## config.mk

```make
export PLATFORM = sky130hd
export DESIGN_NAME = bcd_count_ctrl_flat
export DESIGN_NICKNAME = d
export VERILOG_FILES = /design/src/rtl/bcd_count_ctrl_if.sv /design/src/rtl/bcd_count_ctrl.sv /design/src/flat_wrapper.sv
export SDC_FILE = /design/constraint.sdc
export NUM_CORES = 1
export LEC_CHECK = 0
export BUFFER_PORTS_ARGS = -buffer_cell sky130_fd_sc_hd__buf_4
export CAP_MARGIN = 20
export CORE_MARGIN = 5
export CORE_UTILIZATION = 40
export CTS_CLUSTER_DIAMETER = 100
export CTS_CLUSTER_SIZE = 25
export DETAILED_ROUTE_END_ITERATION = 16
export SLEW_MARGIN = 25
export SYNTH_ARGS = -nofsm -noshare
export SYNTH_HDL_FRONTEND = slang
export SYNTH_SLANG_ARGS = --single-unit
```

## constraint.sdc

```tcl
create_clock -name CLK -period 4.6 [get_ports CLK]
set_clock_uncertainty 0.1 [all_clocks]
set_input_delay 0.69 -clock CLK [delete_from_list [all_inputs] [get_ports CLK]]
set_output_delay 0.69 -clock CLK [all_outputs]
set_load 0.1 [all_outputs]
```

## src/rtl/bcd_count_ctrl_if.sv

```systemverilog
// Switch inputs and counter control outputs of the BCD count sequencer.
// master: board/switch side (drives levels, observes strobes).
// slave : the sequencer itself.
interface bcd_count_ctrl_if #(
    parameter int MAX_W = 7
);
    logic             start_sw;
    logic             stop_sw;
    logic             clr_sw;
    logic             auto_reload;
    logic [MAX_W-1:0] max_count_in;
    logic             cnt_en;
    logic             cnt_clr;
    logic [MAX_W-1:0] max_count;
    logic [MAX_W-1:0] count;
    logic             running;
    logic             done;

    modport master (
        output start_sw, stop_sw, clr_sw, auto_reload, max_count_in,
        input  cnt_en, cnt_clr, max_count, count, running, done
    );

    modport slave (
        input  start_sw, stop_sw, clr_sw, auto_reload, max_count_in,
        output cnt_en, cnt_clr, max_count, count, running, done
    );
endinterface

```

## src/rtl/bcd_count_ctrl.sv

```systemverilog
// Run/pause/clear sequencer for the two-digit BCD counter.
// A prescaler turns CLK into count ticks; each tick becomes a one-cycle
// cnt_en (advance) or cnt_clr (wrap) strobe. A binary shadow of the
// counter value is kept here so terminal count can be detected locally.
//
// state | meaning
// ------+----------------------------------------------------------
// IDLE  | cleared, waiting for start
// RUN   | prescaler running, ticks produce strobes
// PAUSE | prescaler and count frozen, start resumes
// DONE  | one-shot limit reached, start restarts with a new limit
module bcd_count_ctrl #(
    parameter int PRESCALE  = 16777216,
    parameter int MAX_W     = 7,
    parameter int MAX_LIMIT = 99
) (
    input  logic             CLK,
    input  logic             RST,
    bcd_count_ctrl_if.slave  bus
);

    localparam int PRESC_W = (PRESCALE > 2) ? $clog2(PRESCALE) : 1;
    localparam logic [PRESC_W-1:0] PRESC_LAST = PRESC_W'(PRESCALE - 1);
    localparam logic [MAX_W-1:0]   LIMIT_CLAMP = MAX_W'(MAX_LIMIT);

    typedef enum logic [1:0] {
        IDLE  = 2'd0,
        RUN   = 2'd1,
        PAUSE = 2'd2,
        DONE  = 2'd3
    } state_t;

    state_t             r_state;
    state_t             w_state_nxt;
    logic [PRESC_W-1:0] r_presc;
    logic [PRESC_W-1:0] w_presc_nxt;
    logic [MAX_W-1:0]   r_count;
    logic [MAX_W-1:0]   w_count_nxt;
    logic [MAX_W-1:0]   r_max;
    logic [MAX_W-1:0]   w_max_nxt;
    logic               r_cnt_en;
    logic               w_cnt_en_nxt;
    logic               r_cnt_clr;
    logic               w_cnt_clr_nxt;
    logic               r_running;
    logic               r_done;

    // Previous switch samples; reset high so a switch held through reset is not an edge.
    logic               r_start_d;
    logic               r_stop_d;
    logic               r_clr_d;

    logic               w_start_edge;
    logic               w_stop_edge;
    logic               w_clr_edge;
    logic               w_tick;
    logic [MAX_W-1:0]   w_limit;
    logic [MAX_W-1:0]   w_count_inc;

    assign w_start_edge = bus.start_sw & ~r_start_d;
    assign w_stop_edge  = bus.stop_sw  & ~r_stop_d;
    assign w_clr_edge   = bus.clr_sw   & ~r_clr_d;
    assign w_tick       = (r_presc == PRESC_LAST);
    assign w_limit      = (bus.max_count_in > LIMIT_CLAMP) ? LIMIT_CLAMP : bus.max_count_in;
    assign w_count_inc  = r_count + MAX_W'(1);

    // Switch history for rising-edge detection.
    always_ff @(posedge CLK) begin
        if (RST) begin
            r_start_d <= 1'b1;
            r_stop_d  <= 1'b1;
            r_clr_d   <= 1'b1;
        end else begin
            r_start_d <= bus.start_sw;
            r_stop_d  <= bus.stop_sw;
            r_clr_d   <= bus.clr_sw;
        end
    end

    // State register.
    always_ff @(posedge CLK) begin
        if (RST) begin
            r_state <= IDLE;
        end else begin
            r_state <= w_state_nxt;
        end
    end

    // Next state and datapath updates; clr beats stop beats start beats tick.
    always_comb begin
        w_state_nxt   = r_state;
        w_presc_nxt   = r_presc;
        w_count_nxt   = r_count;
        w_max_nxt     = r_max;
        w_cnt_en_nxt  = 1'b0;
        w_cnt_clr_nxt = 1'b0;

        if (w_clr_edge) begin
            w_state_nxt   = IDLE;
            w_count_nxt   = '0;
            w_presc_nxt   = '0;
            w_cnt_clr_nxt = 1'b1;
        end else begin
            case (r_state)
                IDLE, DONE: begin
                    if (w_start_edge) begin
                        w_max_nxt     = w_limit;
                        w_count_nxt   = '0;
                        w_presc_nxt   = '0;
                        w_cnt_clr_nxt = 1'b1;
                        w_state_nxt   = (w_limit == '0) ? DONE : RUN;
                    end
                end
                RUN: begin
                    if (w_stop_edge) begin
                        // Prescaler holds, so a tick lost to the stop fires right after resume.
                        w_state_nxt = PAUSE;
                    end else if (w_tick) begin
                        w_presc_nxt = '0;
                        if (r_count < r_max) begin
                            w_cnt_en_nxt = 1'b1;
                            w_count_nxt  = w_count_inc;
                            if ((w_count_inc == r_max) && !bus.auto_reload) begin
                                w_state_nxt = DONE;
                            end
                        end else begin
                            // Sitting at the limit in reload mode: wrap to 00.
                            w_count_nxt   = '0;
                            w_cnt_clr_nxt = 1'b1;
                        end
                    end else begin
                        w_presc_nxt = r_presc + PRESC_W'(1);
                    end
                end
                PAUSE: begin
                    if (w_start_edge) begin
                        w_state_nxt = RUN;
                    end
                end
                default: begin
                    w_state_nxt = IDLE;
                end
            endcase
        end
    end

    // Registered datapath and outputs; status flags follow the next state.
    always_ff @(posedge CLK) begin
        if (RST) begin
            r_presc   <= '0;
            r_count   <= '0;
            r_max     <= '0;
            r_cnt_en  <= 1'b0;
            r_cnt_clr <= 1'b0;
            r_running <= 1'b0;
            r_done    <= 1'b0;
        end else begin
            r_presc   <= w_presc_nxt;
            r_count   <= w_count_nxt;
            r_max     <= w_max_nxt;
            r_cnt_en  <= w_cnt_en_nxt;
            r_cnt_clr <= w_cnt_clr_nxt;
            r_running <= (w_state_nxt == RUN);
            r_done    <= (w_state_nxt == DONE);
        end
    end

    assign bus.cnt_en    = r_cnt_en;
    assign bus.cnt_clr   = r_cnt_clr;
    assign bus.max_count = r_max;
    assign bus.count     = r_count;
    assign bus.running   = r_running;
    assign bus.done      = r_done;

endmodule

```

## src/flat_wrapper.sv

```systemverilog
// flat-port wrapper written by rule: the top's interface ports become plain ports
module bcd_count_ctrl_flat 
#(
    parameter int PRESCALE  = 16777216,
    parameter int MAX_W     = 7,
    parameter int MAX_LIMIT = 99
)
  (CLK, RST, bus_start_sw, bus_stop_sw, bus_clr_sw, bus_auto_reload, bus_max_count_in, bus_cnt_en, bus_cnt_clr, bus_max_count, bus_count, bus_running, bus_done);
  bcd_count_ctrl_if #(.MAX_W(MAX_W)) bus_i ();
  input  logic CLK;
  input  logic RST;
  input wire logic [$bits(bus_i.start_sw)-1:0] bus_start_sw;
  input wire logic [$bits(bus_i.stop_sw)-1:0] bus_stop_sw;
  input wire logic [$bits(bus_i.clr_sw)-1:0] bus_clr_sw;
  input wire logic [$bits(bus_i.auto_reload)-1:0] bus_auto_reload;
  input wire logic [$bits(bus_i.max_count_in)-1:0] bus_max_count_in;
  output wire logic [$bits(bus_i.cnt_en)-1:0] bus_cnt_en;
  output wire logic [$bits(bus_i.cnt_clr)-1:0] bus_cnt_clr;
  output wire logic [$bits(bus_i.max_count)-1:0] bus_max_count;
  output wire logic [$bits(bus_i.count)-1:0] bus_count;
  output wire logic [$bits(bus_i.running)-1:0] bus_running;
  output wire logic [$bits(bus_i.done)-1:0] bus_done;
  assign bus_i.start_sw = bus_start_sw;
  assign bus_i.stop_sw = bus_stop_sw;
  assign bus_i.clr_sw = bus_clr_sw;
  assign bus_i.auto_reload = bus_auto_reload;
  assign bus_i.max_count_in = bus_max_count_in;
  assign bus_cnt_en = bus_i.cnt_en;
  assign bus_cnt_clr = bus_i.cnt_clr;
  assign bus_max_count = bus_i.max_count;
  assign bus_count = bus_i.count;
  assign bus_running = bus_i.running;
  assign bus_done = bus_i.done;
  bcd_count_ctrl #(.PRESCALE(PRESCALE), .MAX_W(MAX_W), .MAX_LIMIT(MAX_LIMIT)) u_core (.CLK(CLK), .RST(RST), .bus(bus_i));
endmodule
```

==> metrics.yaml, run 1 <==
antenna_cells: 0
worstHoldStart: "u_core.r_presc[1]"
swShare_pct: 26.13
dieArea_mm2: 0.007980
power_frac_comb_pct: 11.1
cts_root_buf: "clkbuf_8"
hold_violations: 0
drtPass1Iterations: 4
cts_buffers: 5
synth_seq_cells: 47
reg2reg_from: "u_core.bus.count[2]"
r2r_setup_slack_ps: 2130
crit_start: "u_core.bus.count[2]"
seq_power_share_pct: 50.8
pwr_density_cell_mw_per_mm2: 281.5
fin_crit_ps: 2467
p_sw_uw: 214.7
dr_total_vias: 2170
die_h_um: 89.33
place.port_buffers: 30
endpoint_kind: "register"
p_clk_share_pct: 38.2
holdPathStages: 2
holdPathEnd: "u_core.r_presc[1]"
overflow: 0
grt_max_degree: 31
dp_hpwl_um: 3997
synth_top_area_share_pct: 37.38
nets: 349
syn_nets: 320
reg2regPathDepth: 7
cap_violations: 0
clock_latency_ps: 310
ir_drop_v: 0.0002351
setup_viol: 0
ant_nets: 0
power_leakage_nw: 1.136
critPathMaxFanout: 10
wl_um: 5376
antenna_found_initial: 0
final_cell_area_mm2: 0.002919
routed_via_density: 5.385
path_class: "register to register"
clock-sinks: 47
fmax_mhz: 405.3
syn-mean-instance-area_um2: 8.505
synth_edf_count: 0
core_area_mm2: 0.006241
relSlewSlack_pct: 63.97
fp.dieW_um: 89.33
path_clk_slew_ps: 90
ys_seq_area_share_pct: 37.38
gp_congestion: 0.7815
synth_top_cell_by_area: "dfxtp_1"
worst_pin_slew_ps: 539.3
cp.arrival_ps: 2620
clk_path_buf_depth: 2
ctsHoldBuffers: 0
num_rows: 29
post_drt_wl_per_cell_um: 13.34
drive_gt1_share_pct: 17.48
synth_area_mm2: 0.002517
finalCritPeriodShare_pct: 53.64
grt.total_usage_pct: 14.84
cts_tree: "built"
dominantRegCellSynth: "dfxtp_1"
grt_pass1_wl_um: 9446
reg2reg_to: "u_core.bus.count[3]"
first_global_vias: 2154
cts_setup_buffers: 0
status: "complete, no violations"
hp-class: "register to register"
synth.distinct_cells: 49
drtIter0Drc: 111
post_dp_cell_area_mm2: 0.002804
layout_common_cells: "dfxtp_1, nor2_1, buf_4"
h-tree-depth: 2
rsz0062_at_grt: "false"
fillCellCount: 629
detailedPlace.worstSlack_ps: 2004
drc: 0
crit_path_start_kind: "register"
synth_warnings: 0
required_ps: 4750
io_pins: 31
start_util_pct: 40.34
synth.top_cells.by_area: "dfxtp_1, ha_1, xor2_1, nor2_1, a21oi_1"
final_max_slew_viol_count: 0
postLayoutSetupSlackWorst_ps: 2133
synth_cells: 296
mostFrequentLayoutCell: "dfxtp_1"
internal-power_uw: 606.9
area_growth_pct: 15.95
final.setup.tns_ps: 0
async_flop_share_pct: 0
post_cts_resized: 0
stage by stage:
step | power (mW) | std cells | util, % | hold slack (ps)
after CTS | 0.8319 | 403 | 46.77 | 381.6
after global placement | 0.5172 | 395 | 44.93 | 368.2
after floorplan | 0.4927 | 296 | - | 353.1
final | 0.8216 | 403 | 46.77 | 377.8
after detailed placement | 0.5174 | 395 | 44.93 | 369.1
after global routing | 0.8545 | 403 | 46.77 | 418.3
sequential cells by signal, indices dropped and copies added (netlist names):
| name | count |
|---|---|
| u_core.bus.cnt_clr | 1 |
| u_core.r_start_d | 1 |
| u_core.r_clr_d | 1 |
| u_core.bus.cnt_en | 1 |
| u_core.r_stop_d | 1 |
| u_core.bus.count | 7 |
| u_core.bus.done | 1 |
| u_core.r_presc | 24 |
| u_core.r_state | 2 |
| u_core.bus.max_count | 7 |
| u_core.bus.running | 1 |
worst max path at each step:
stage,depth (start not counted),end
after detailed placement,7,u_core.bus.count[3]
after global routing,8,u_core.bus.count[6]
final,7,u_core.bus.count[3]
after CTS,8,u_core.bus.count[3]
after global placement,7,u_core.bus.count[3]
after floorplan,7,u_core.bus.count[2]
cell type report:
type	instances	area (um^2)	share of cell area, %
clock buffers	5	68.82	2.357
clock inverters	3	46.29	1.586
inverters	17	63.81	2.186
multi-input cells	223	1470	50.36
flip-flops and latches	47	940.9	32.23
well taps	77	96.34	3.300
repair buffers	31	232.7	7.973
cell usage after synthesis, drive strengths merged (3+ instances only):
library cell,count
dfxtp,47
nor2,31
nand2,22
a21oi,18
inv,17
nand3,15
nor3,15
xor2,15
nand4,12
ha,11
o21ai,11
xnor2,10
and3,6
buf,6
or3,6
a21o,5
nor3b,5
or2,5
nor2b,4
nor4,4
clkbuf,3
nand2b,3
o22ai,3
critical path, stage by stage, from the launching register on:
cell       delay [ps]
dfxtp_1           490
ha_1              300
a21oi_1           160
a21oi_1           110
a2111oi_4         410
nand4_1           430
o21ai_0           290
a21o_1            140
logic make-up (layout without fill, tap and decap cells):
| logic type | Yosys count | count (layout) | synth area share [%] |
|---|---|---|---|
| buffers and inverters | 26 | 56 | 4.374 |
| AND/OR/NAND/NOR | 136 | 136 | 30.07 |
| XOR/XNOR | 25 | 25 | 8.698 |
| adder cells (fa/ha/maj) | 11 | 11 | 5.467 |
| flip-flops | 47 | 47 | 37.38 |
| AO/OA/AOI/OAI | 51 | 51 | 14.02 |
power groups by stage:
| stage | Sequential [mW] | Combinational [mW] | Clock [mW] |
|---|---|---|---|
| floorplan | 0.448 | 0.0449 | 0 |
| global placement | 0.426 | 0.0908 | 0 |
| detailed placement | 0.427 | 0.0908 | 0 |
| CTS | 0.417 | 0.0912 | 0.324 |
| global route | 0.418 | 0.0985 | 0.338 |
| finish | 0.417 | 0.0908 | 0.314 |
metal layers:
metal | GRT usage, % | up-vias | part of all wire [%] | wire [um]
met5 | 0 | - | 0 | 0
met4 | 6.631 | 0 | 2.7 | 146
met3 | 3.779 | 14 | 4.2 | 228
met2 | 24.72 | 47 | 47 | 2510
met1 | 17.97 | 1010 | 46 | 2491
li1 | - | 1099 | - | -
No activity file was read; power rests on OpenSTA's default activity.
==> run 2, diff against run 1 <==
Clock period 4.6 ns to 2.3 ns, I/O delays scaled along.
==> run 2 against run 1 <==
Compared with the run above:
- clock power up 69%
- power rose by 88%
- maximum frequency grew 15%
- worst hold slack got worse by 250 ps
- die area unchanged
- global-route usage grew 0.18 points
- critical endpoint is now u_core.bus.count[4]
- largest cell class unchanged
- largest power group unchanged
==> metrics.yaml, run 2 (synthesis results as in run 1) <==
crit_slowest_cell: "a221o_2"
grt_use_met3_pct: 3.779
worst_pin_slew_ps: 451.6
cts_buffers: 5
antenna_found_initial: 0
finalCritPeriodShare_pct: 93.06
first_global_vias: 2053
routed_via_density: 5.239
num_rows: 29
clk_path_buf_depth: 2
largest_register: "u_core.r_presc"
hold_violations: 0
required_ps: 2390
drive_gt1_share_pct: 24.33
dr_total_vias: 2169
grt-busiest-layer: "met2"
drtIter0Drc: 99
cts_setup_buffers: 0
critPathMaxFanout: 8
cts_root_buf: "clkbuf_8"
dp_hpwl_um: 4250
crit_path_start_kind: "register"
gp_congestion: 0.8256
largest_reg_flops: 24
fin_crit_ps: 2140
final_max_slew_viol_count: 0
drc: 0
wl_um: 5474
core_area_mm2: 0.006241
dieArea_mm2: 0.007980
ant_nets: 0
status: "complete, no violations"
start_util_pct: 40.34
path_cells: "inv_1, ha_1, a221o_2, o21ai_2, o21ai_0, a21o_1"
max_stage_delay_ps: 450
grt_pass1_wl_um: 9411
setup_viol: 0
nets: 360
post_cts_resized: 0
fmax_mhz: 467.2
cap_violations: 0
grt_util_met1_pct: 18.78
drtPass1Iterations: 4
rsz0062_at_grt: "false"
antenna_cells: 0
h-tree-depth: 2
die_h_um: 89.33
grt_max_degree: 16
path_clk_slew_ps: 90
power_leakage_nw: 1.205
cts_tree: "built"
relSlewSlack_pct: 69.75
mostFrequentLayoutCell: "buf_4"
clock_latency_ps: 300
hp-class: "input pin to register"
pwr_density_cell_mw_per_mm2: 506.1
post_dp_cell_area_mm2: 0.002934
layout_common_cells: "buf_4, dfxtp_1, nor2_1"
post_drt_wl_per_cell_um: 13.22
final_cell_area_mm2: 0.003047
place.port_buffers: 30
final.setup.tns_ps: 0
io_pins: 31
endpoint_kind: "register"
cp.arrival_ps: 2230
ctsHoldBuffers: 0
area_growth_pct: 21.02
overflow: 0
grt.met2_usage_pct: 25.32
ir_drop_v: 0.0002957
path_class: "register to register"
grt.total_usage_pct: 15.02
fp.dieW_um: 89.33
clock-sinks: 47
==> run 2: worst paths after layout <==
kind	slack, ps	to	from	cells after the start
worst min register to register	390	u_core.r_presc[1]	u_core.r_presc[1]	2
worst min-delay path	130	u_core.r_clr_d	bus_clr_sw	2
worst max-delay path	160	u_core.bus.count[4]	u_core.r_state[0]	6
worst max register to register	160	u_core.bus.count[4]	u_core.r_state[0]	6
==> run 2: stage by stage <==
step | power (mW) | setup slack (ps) | hold WS, ps | std cells | util (%)
2_1_floorplan | 0.9741 | 16.53 | 351.6 | 296 | -
3_3_place_gp | 1.030 | 62.34 | 375.3 | 406 | 47.01
3_5_place_dp | 1.032 | 48.73 | 371.2 | 406 | 47.01
4_1_cts | 1.572 | 18.10 | 116.4 | 414 | 48.58
5_1_grt | 1.617 | 2.432 | 122.3 | 414 | 48.82
6_report | 1.542 | 159.7 | 127.0 | 414 | 48.82
==> run 2: metal layers <==
| layer | routed length (um) | up-vias | share of wire [%] |
|---|---|---|---|
| met5 | 0 | - | 0 |
| met2 | 2582 | 38 | 47 |
| li1 | - | 1123 | - |
| met3 | 218 | 7 | 4.0 |
| met1 | 2575 | 1001 | 47 |
| met4 | 97 | 0 | 1.8 |
==> run 2: layout make-up <==
cell class | count | area [um^2]
Clock buffer | 6 | 82.58
Inverter | 17 | 63.81
Timing Repair Buffer | 42 | 315.3
Multi-Input combinational cell | 223 | 1485
Tap cell | 77 | 96.34
Clock inverter | 2 | 15.01
Fill cell | 610 | 3194
Sequential cell | 47 | 988.4
==> run 2: power by group <==
part / internal (mW) / switching, mW / leakage, nW / total [mW]
clock network: 0.247 / 0.285 / 0.0517 / 0.531
logic: 0.0656 / 0.123 / 0.763 / 0.188
registers: 0.813 / 0.00907 / 0.391 / 0.823
==> run 2: worst max-delay path: cells and delay by family, from the launching register on <==
kind | cells | cell delay, ps
buffers and inverters | 1 | 70
AOI/OAI and AO/OA | 4 | 1190
DFF | 1 | 370
adders and majority gates | 1 | 300
==> run 3, diff against run 2 <==
==> constraint.sdc (replaced) <==
create_clock -name CLK -period 2.3 [get_ports CLK]
set_clock_uncertainty 0.1 [all_clocks]
set_input_delay 0.46 -clock CLK [delete_from_list [all_inputs] [get_ports CLK]]
set_output_delay 0.46 -clock CLK [all_outputs]
set_load 0.1 [all_outputs]
==> run 3 against run 2 <==
Compared with the run above:
- worst hold slack better by 120 ps
- first-iteration DRC count up 29%
- power increased by 11%
- flip-flop and latch count is the same
- critical path depth unchanged
- critical path type unchanged
- highest routed layer unchanged
==> metrics.yaml, run 3 (synthesis results as in run 1) <==
cp_top_family: "simple AND/OR/NAND/NOR gates"
final.setup.tns_ps: 0
hp-class: "input pin to register"
fp.dieW_um: 89.33
layout_common_cells: "buf_4, dfxtp_1, nor2_1"
max_stage_delay_ps: 450
crit_path_start_kind: "register"
largest_reg_flops: 24
ctsHoldBuffers: 0
dr_total_vias: 2167
mostFrequentLayoutCell: "buf_4"
grt_pass1_wl_um: 9301
worstHoldStart: "bus_clr_sw"
drtIter0Drc: 128
clock_latency_ps: 300
dieArea_mm2: 0.007980
first_global_vias: 2095
h-tree-depth: 2
critPathMaxFanout: 7
cts_tree: "built"
core_area_mm2: 0.006241
crit_start: "u_core.r_presc[13]"
final_cell_area_mm2: 0.003114
hold_violations: 0
final_max_slew_viol_count: 0
wl_um: 5529
path_clk_slew_ps: 100
clock-sinks: 47
rsz0062_at_grt: "false"
fin_crit_ps: 2143
cap_violations: 0
whs_ps: 244.4
path_class: "register to register"
worst_pin_slew_ps: 383.1
fillCellCount: 611
drive_gt1_share_pct: 25.07
num_rows: 29
post_drt_wl_per_cell_um: 13.29
crit_buf_inv: 0
path_cells: "nand4_4, or3_4, nor4_2, nand2_2, nor3_4, o22a_1"
cts_setup_buffers: 0
power_leakage_nw: 1.237
place.port_buffers: 30
setup_viol: 0
start_util_pct: 40.34
postLayoutSetupSlackWorst_ps: 156.8
relSlewSlack_pct: 74.26
routed_via_density: 5.209
post_dp_cell_area_mm2: 0.002962
antenna_found_initial: 0
status: "complete, no violations"
cts_root_buf: "clkbuf_8"
ir_drop_v: 0.0002694
required_ps: 2450
area_growth_pct: 23.71
holdPathStages: 2
cts_buffers: 5
finalCritPeriodShare_pct: 93.18
holdPathEnd: "u_core.r_clr_d"
detailedPlace.worstSlack_ps: 9.090
gp_congestion: 0.8070
io_pins: 31
p_total_mw: 1.718
reg2reg_from: "u_core.r_presc[13]"
r2r_setup_slack_ps: 160
reg2reg_to: "u_core.bus.done"
drtPass1Iterations: 4
antenna_cells: 0
endpoint_kind: "register"
fmax_mhz: 466.6
grt.total_usage_pct: 14.88
largest_register: "u_core.r_presc"
reg2regPathDepth: 6
overflow: 0
seq_area_um2: 988.4
pwr_density_cell_mw_per_mm2: 551.7
nets: 362
die_h_um: 89.33
ant_nets: 0
crit_slowest_cell: "dfxtp_1"
clk_path_buf_depth: 2
drc: 0
grt_max_degree: 17
dp_hpwl_um: 4245
cp.arrival_ps: 2300
multi_input_area_mm2: 0.001488
[run 3: stage by stage]
stage / instances / util, %
after floorplan: 296 / -
after global placement: 408 / 47.45
after detailed placement: 408 / 47.45
after CTS: 416 / 49.72
after global routing: 416 / 49.90
final: 416 / 49.90
[run 3: report_power, final]
| part | internal (mW) | total (mW) | leakage [nW] | switching [mW] |
|---|---|---|---|---|
| registers | 0.814 | 0.823 | 0.391 | 0.00926 |
| logic | 0.0726 | 0.198 | 0.778 | 0.125 |
| clock network | 0.398 | 0.698 | 0.0685 | 0.300 |
| total | 1.28 | 1.72 | 1.24 | 0.434 |
[run 3: worst reg2reg max path, stage by stage, from the launching register on]
cell and delay [ps]:
dfxtp_1 450, nand4_4 180, or3_4 420, nor4_2 320, nand2_2 150, nor3_4 310
o22a_1 180
[run 3: per-layer routing]
layer / share of wire [%] / vias to the layer above / GRT usage [%]
li1: - / 1127 / -
met1: 48 / 992 / 19.14
met2: 47 / 40 / 24.38
met3: 3.7 / 8 / 3.410
met4: 1.6 / 0 / 5.277
met5: 0 / - / 0
[run 3: worst max-delay path by stage]
stage,endpoint,slack [ps],cells past startpoint
2_1_floorplan,u_core.bus.count[2],20,8
3_3_place_gp,u_core.bus.done,4,8
3_5_place_dp,u_core.bus.done,9,8
4_1_cts,u_core.bus.done,40,8
5_1_grt,u_core.bus.done,0.7,6
6_report,u_core.bus.done,160,6
[run 3: area by class of cell]
class | count | share of cell area, %
Inverter | 17 | 2.049
Multi-Input combinational cell | 223 | 47.77
Sequential cell | 47 | 31.74
Timing Repair Buffer | 44 | 11.01
Clock buffer | 6 | 3.013
Tap cell | 77 | 3.094
Clock inverter | 2 | 1.326
[run 3: what timing repair did]
action / in CTS / in global routing
pin swaps: 0 / 2
gates resized for setup: 1 / 2
endpoints found under the setup margin: 2 / 19
hold endpoints to repair: 0 / 0
